**src/rtl/mul_seq_pkg.sv**
```systemverilog
// Shared types and constants for the sequential 4x4 multiplier controller.
// The FSM state encoding and operand/product widths live here.
package mul_seq_pkg;

  localparam int MUL_WIDTH  = 4;
  localparam int MUL_ITERS  = 4;
  localparam int PROD_WIDTH = 8;

  typedef enum logic {
    IDLE = 1'b0,
    CALC = 1'b1
  } mul_state_t;

endpackage

```
**src/rtl/mul_seq_add_op.sv**
```systemverilog
// 4-bit ripple-carry adder shared with the ALU path.
// The carry-out is returned as result[4] so callers never lose it.
module add_op (
  input  logic [3:0] num1,
  input  logic [3:0] num2,
  output logic [4:0] result
);

  logic [4:0] carry;

  // Ripple the carry through four full-adder stages.
  always_comb begin
    carry  = 5'b0_0000;
    result = 5'b0_0000;
    for (int i = 0; i < 4; i++) begin
      result[i]  = num1[i] ^ num2[i] ^ carry[i];
      carry[i+1] = (num1[i] & num2[i]) | (carry[i] & (num1[i] ^ num2[i]));
    end
    result[4] = carry[4];
  end

endmodule

```
**src/rtl/mul_seq.sv**
```systemverilog
// Sequential 4x4 unsigned multiplier: one conditional add-and-shift per clock
// through add_op, start/done pulse handshake, registered 8-bit product.
module mul_seq
  import mul_seq_pkg::*;
#(
  parameter int WIDTH = MUL_WIDTH,
  parameter int ITERS = MUL_ITERS
) (
  input  logic                  clk,
  input  logic                  rst,
  input  logic                  start,
  input  logic [WIDTH-1:0]      num1,
  input  logic [WIDTH-1:0]      num2,
  output logic                  busy,
  output logic                  done,
  output logic [PROD_WIDTH-1:0] product
);

  localparam logic [1:0] LAST_ITER = 2'(ITERS - 1);

  mul_state_t state, state_next;
  logic [WIDTH-1:0]      m, m_next;
  logic [WIDTH-1:0]      acc, acc_next;
  logic [WIDTH-1:0]      q, q_next;
  logic [1:0]            cnt, cnt_next;
  logic                  busy_next;
  logic                  done_next;
  logic [PROD_WIDTH-1:0] product_next;
  logic [WIDTH-1:0]      addend;
  logic [WIDTH:0]        s;

  assign addend = q[0] ? m : {WIDTH{1'b0}};

  add_op u_add_op (
    .num1   (acc),
    .num2   (addend),
    .result (s)
  );

  // Next-state, datapath and output-register logic.
  always_comb begin
    state_next   = state;
    m_next       = m;
    acc_next     = acc;
    q_next       = q;
    cnt_next     = cnt;
    busy_next    = 1'b0;
    done_next    = 1'b0;
    product_next = product;
    case (state)
      IDLE: begin
        if (start) begin
          m_next     = num1;
          q_next     = num2;
          acc_next   = {WIDTH{1'b0}};
          cnt_next   = 2'd0;
          state_next = CALC;
          busy_next  = 1'b1;
        end else begin
          busy_next  = 1'b0;
        end
      end
      CALC: begin
        // Carry s[WIDTH] shifts into acc, s[0] into the top of q.
        acc_next = s[WIDTH:1];
        q_next   = {s[0], q[WIDTH-1:1]};
        cnt_next = cnt + 2'd1;
        if (cnt == LAST_ITER) begin
          state_next   = IDLE;
          done_next    = 1'b1;
          busy_next    = 1'b0;
          product_next = {s[WIDTH:1], s[0], q[WIDTH-1:1]};
        end else begin
          busy_next    = 1'b1;
        end
      end
      default: begin
        state_next = IDLE;
      end
    endcase
  end

  // State, datapath and output registers; reset aborts any operation.
  always_ff @(posedge clk or posedge rst) begin
    if (rst) begin
      state   <= IDLE;
      m       <= {WIDTH{1'b0}};
      acc     <= {WIDTH{1'b0}};
      q       <= {WIDTH{1'b0}};
      cnt     <= 2'd0;
      busy    <= 1'b0;
      done    <= 1'b0;
      product <= {PROD_WIDTH{1'b0}};
    end else begin
      state   <= state_next;
      m       <= m_next;
      acc     <= acc_next;
      q       <= q_next;
      cnt     <= cnt_next;
      busy    <= busy_next;
      done    <= done_next;
      product <= product_next;
    end
  end

endmodule

```
**config.mk**
```make
export PLATFORM = sky130hd
export DESIGN_NAME = mul_seq
export DESIGN_NICKNAME = d
export VERILOG_FILES = /design/src/rtl/mul_seq_pkg.sv /design/src/rtl/mul_seq_add_op.sv /design/src/rtl/mul_seq.sv
export SDC_FILE = /design/constraint.sdc
export NUM_CORES = 1
export LEC_CHECK = 0
export ABC_AREA = 1
export BUFFER_PORTS_ARGS = -buffer_cell sky130_fd_sc_hd__buf_2
export CAP_MARGIN = 20
export CORE_MARGIN = 1.5
export CORE_UTILIZATION = 25
export DETAILED_ROUTE_END_ITERATION = 7
export PLACE_DENSITY_LB_ADDON = 0.25
export SYNTH_ARGS = -nofsm -noshare
export SYNTH_HDL_FRONTEND = slang
export SYNTH_HIERARCHICAL = 1
export SYNTH_SLANG_ARGS = --single-unit
```
**constraint.sdc**
```tcl
create_clock -name clk -period 2.4 [get_ports clk]
set_input_delay 0.24 -clock clk [delete_from_list [all_inputs] [get_ports clk]]
set_output_delay 0.24 -clock clk [all_outputs]
set_load 0.1 [all_outputs]
```
# Word level (Yosys, flattened, before mapping)
# Index checks and enable logic that the tools add are counted.
# op_classes
addsub	1
n_eq_ne	2
n_mux	12
bitwise	18
n_reduce_logical	2
# op_table
cell	count
$pmux 4 s2	2
$mux 4	3
$and 1x1->1	7
$xor 1x1->1	7
$mux 1	4
$pmux 2 s2	1
$reduce_and 2->1	2
$or 1x1->1	3
$add 2x1->2 const B	1
$eq 2x2->1 const B	1
$mux 2	1
$ne 2x2->1 const B	1
$pmux 1 s2	1
$not 1->1	1
# word_totals
reg_bits	24
output_inout_bits	10
elab_cells	42

# Longest topological paths before layout
# depth
word_depth	9
ltp_mapped	12
mapped_depth_nobuf	12

# Modules after synthesis
# Netlist, hierarchy kept.
# by_module_without_submodules
mod	n_inst	cells_per_inst	area_per_inst_um2
mul_seq	1	110	1036.0
add_op	1	14	110.1

# Worst setup path after synthesis
# Ideal clock, no wire load.
# synth_path
path_type	reg2reg
startpoint	register q[0]
endpoint	register product[6]
setup_ps	122
arrival_ps	1867
required_time_ps	2278
slack_ps	410
path_stages_with_launch	13
n_path_buf	0
path_cell_list	dfrtp_1 nand2_1 inv_1 ha_1 inv_1 fa_1 inv_1 fa_1 inv_1 fa_1 inv_1 inv_1 o21ai_2
# synth_between
elab_chain_cells	7
# synth_lines
item	line	text
from (decl)	mul_seq.sv:24	logic [WIDTH-1:0] q, q_next;
from (signal assigned)	mul_seq.sv:89	q <= {WIDTH{1'b0}};
from (signal assigned)	mul_seq.sv:98	q <= q_next;
$mux 4	mul_seq.sv:32	assign addend = q[0] ? m : {WIDTH{1'b0}};
net addend[0]	mul_seq.sv:29	logic [WIDTH-1:0] addend;
$and 1x1->1 (2 in series)	mul_seq_add_op.sv:17	carry[i+1] = (num1[i] & num2[i]) | (carry[i] & (num1[i] ^ num2[i]));
$or 1x1->1	mul_seq_add_op.sv:17	
$and 1x1->1	mul_seq_add_op.sv:17	
$or 1x1->1	mul_seq_add_op.sv:17	
$xor 1x1->1	mul_seq_add_op.sv:16	result[i] = num1[i] ^ num2[i] ^ carry[i];
net s[3]	mul_seq.sv:30	logic [WIDTH:0] s;
to (signal assigned)	mul_seq.sv:93	product <= {PROD_WIDTH{1'b0}};
to (signal assigned)	mul_seq.sv:102	product <= product_next;
to (decl)	mul_seq.sv:16	output logic [PROD_WIDTH-1:0] product
# The timed path passes the listed nets, and every way through them passes these cells.
# A chain may end at the register's enable or synchronous reset.

# Worst setup path after layout
# Same ends and word-level chain as after synthesis.

==> flow_summary.ini <==
[status]
status = completed

[synth]
synth_xor_xnor_area_share = 0
synth_top_area_cell = dfrtp_1
synth.avg_cell_area_um2 = 9.24
synth_mux_area_frac = 0
synth_top_area_share = 0.524
synthesis.instances = 124
synthSimpleGateAreaFrac = 0.233
synth_compound_area_frac = 0.0655
syn-cell-area_um2 = 1150
ys_seq_elements = 24
synthTopCellsByArea = dfrtp_1, nand2_1, inv_1
synth_nets = 140
synth_top_family_by_area = simple AND/OR/NAND/NOR gates
yosysWarnings = 6
yosys.area_share.adder = 0.0742
ys_seq_area_frac = 0.524
synth_cell_types = 15

[global_routing]
grt_max_degree = 25
gr-total-overflow = 0
grt.total_usage = 0.0975
grt_pass1_wl_mm = 3.85
grt_pass1_vias = 864
grt_antenna_before_repair = 0

[timing]
timing.final.ws_setup_ps = 296
slew_headroom = 0.377
hold_viol_final = 0
tightest_slew_ps = 934
min_period_ps = 2100
timing.fmax_mhz = 475
fin_crit_sh = 0.877
setup_tns_ps = 0
drv_slew = 0
clock_skew_ps = 3.76
finalSetupViolations = 0
rsz0062_at_grt = no

[critical_path]
crit_chain = nand2_1 > inv_1 > ha_1 > inv_1 > fa_1 > inv_1 > fa_1 > inv_1 > fa_1 > inv_1 > inv_1 > o21ai_2
cp_slowest_cell = dfrtp_1
cp.required_ps = 2600
startpoint_type = register
r2r_setup_slack_ps = 300
critPathMaxStageDelay_ps = 430
critPathMaxFanout = 5
arrival_ps = 2310
critical_path_class = register to register
cp_common_cell = inv_1
worstSetupEndpointType = register

[routing]
wl_per_cell_um = 10.5
route.detailed.drc = 0
viasPerCell = 4.04
ant_nets = 0
first_pass_iters = 4
routed_wl_mm = 2.07
drt_iter0_drc = 41
num_vias = 796

[placement]
dp_hpwl_mm = 1.47
gp_congestion = 0.758
dp_slack_ps = 290
io_buffers = 20

[clock_tree]
cts_buffer_depth = 2
insertion_delay_ps = 270
post_cts_buffers = 0
clkTransAtPathRegs_ps = 90
htree_levels = 1
cts_buffers = 3
clockRootBuffer = clkbuf_8
postCtsHoldBufs = 0
cts_tree = yes
cts_resized = 0
clkSinkCount = 24

[die]
core_um2 = 4380
die_height_um = 70.7
initial_core_util = 0.261
row_count = 24
dieWidth_um = 70.7
io-pin-count = 21
dieArea_um2 = 5000

[final_layout]
diodes = 0
drive_gt1_frac = 0.269
fill_cells = 480
mostFrequentLayoutCells = nand2_1, dfrtp_1, buf_2, inv_1, o21ai_2
fin_util = 0.304
num-nets-final = 162
final_common_cell = nand2_1
syn_to_final_growth_pct = 16.3

[power_and_ir_drop]
power_density_nw_per_um2 = 1400
p_leak_nw = 0.732
ir_drop_uv = 317

[run]
maxCapViolCount = 0

[worst_hold_path]
hp-class = input port to register
## cell type report
cell class | instances | area, µm² | area share
multi-input combinational | 75 | 427 | 0.320
clock buffer | 4 | 55.1 | 0.0413
timing repair buffer | 20 | 100 | 0.0751
sequential | 24 | 601 | 0.451
tap | 52 | 65.1 | 0.0488
inverter | 22 | 85.1 | 0.0638
## power by group
part | switching, mW | internal (mW) | total, mW | leakage, nW
combinational | 0.708 | 0.199 | 0.907 | 0.396
sequential | 0.124 | 0.560 | 0.684 | 0.308
clock | 0.132 | 0.147 | 0.279 | 0.0288
## worst paths after layout
check | startpoint | endpoint | cells past startpoint
max in group asynchronous | rst | acc[0] | 2
max | q[0] | product[6] | 12
min | num1[3] | m[3] | 3
min in group asynchronous | rst | product[4] | 2
min reg2reg | product[3] | product[3] | 2
max reg2reg | q[0] | product[6] | 12
## state kept, by name, summed over array words and instances (netlist names)
| signal | count |
|---|---|
| product | 8 |
| m | 4 |
| done | 1 |
| q | 4 |
| state | 1 |
| cnt | 2 |
| acc | 4 |
## stage by stage
| step | instances | instance area [µm²] | hold WS [ps] | total power [mW] |
|---|---|---|---|---|
| final | 197 | 1330 | 158 | 1.87 |
| after floorplan | 124 | 1150 | 255 | 1.47 |
| after global routing | 197 | 1330 | 171 | 2.02 |
| after CTS | 197 | 1330 | 151 | 1.90 |
| after detailed placement | 193 | 1280 | 438 | 1.61 |
| after global placement | 193 | 1280 | 435 | 1.60 |
## synth_stat cells (all sizes together)
master	instances
buf	3
nand2	50
ha	2
inv	22
fa	3
nand3	8
o21ai	9
dfrtp	24
nor2	3
## logic make-up after synthesis
kind of cell	count (synthesis)
AND/OR/NAND/NOR	61
adder cells (fa/ha/maj)	5
flip-flops	24
buffers and inverters	25
AO/OA/AOI/OAI	9
## routing by layer
layer | part of all wire | vias up | track usage | routed length (µm)
li1 | - | 412 | - | -
met1 | 0.48 | 364 | 0.119 | 990
met2 | 0.45 | 16 | 0.159 | 923
met3 | 0.050 | 4 | 0.0242 | 104
met4 | 0.022 | 0 | 0.0503 | 46
met5 | 0 | - | 0 | 0
## worst max-delay path, delay by kind of cell, from the launching register on
kind                     cells  cell delay, ps
flip-flops                   1             430
buffers and inverters        6             350
adder cells (fa/ha/maj)      4            1060
AO/OA/AOI/OAI                1             120
AND/OR/NAND/NOR              1              80
No activity file was read; power rests on OpenSTA's default activity.
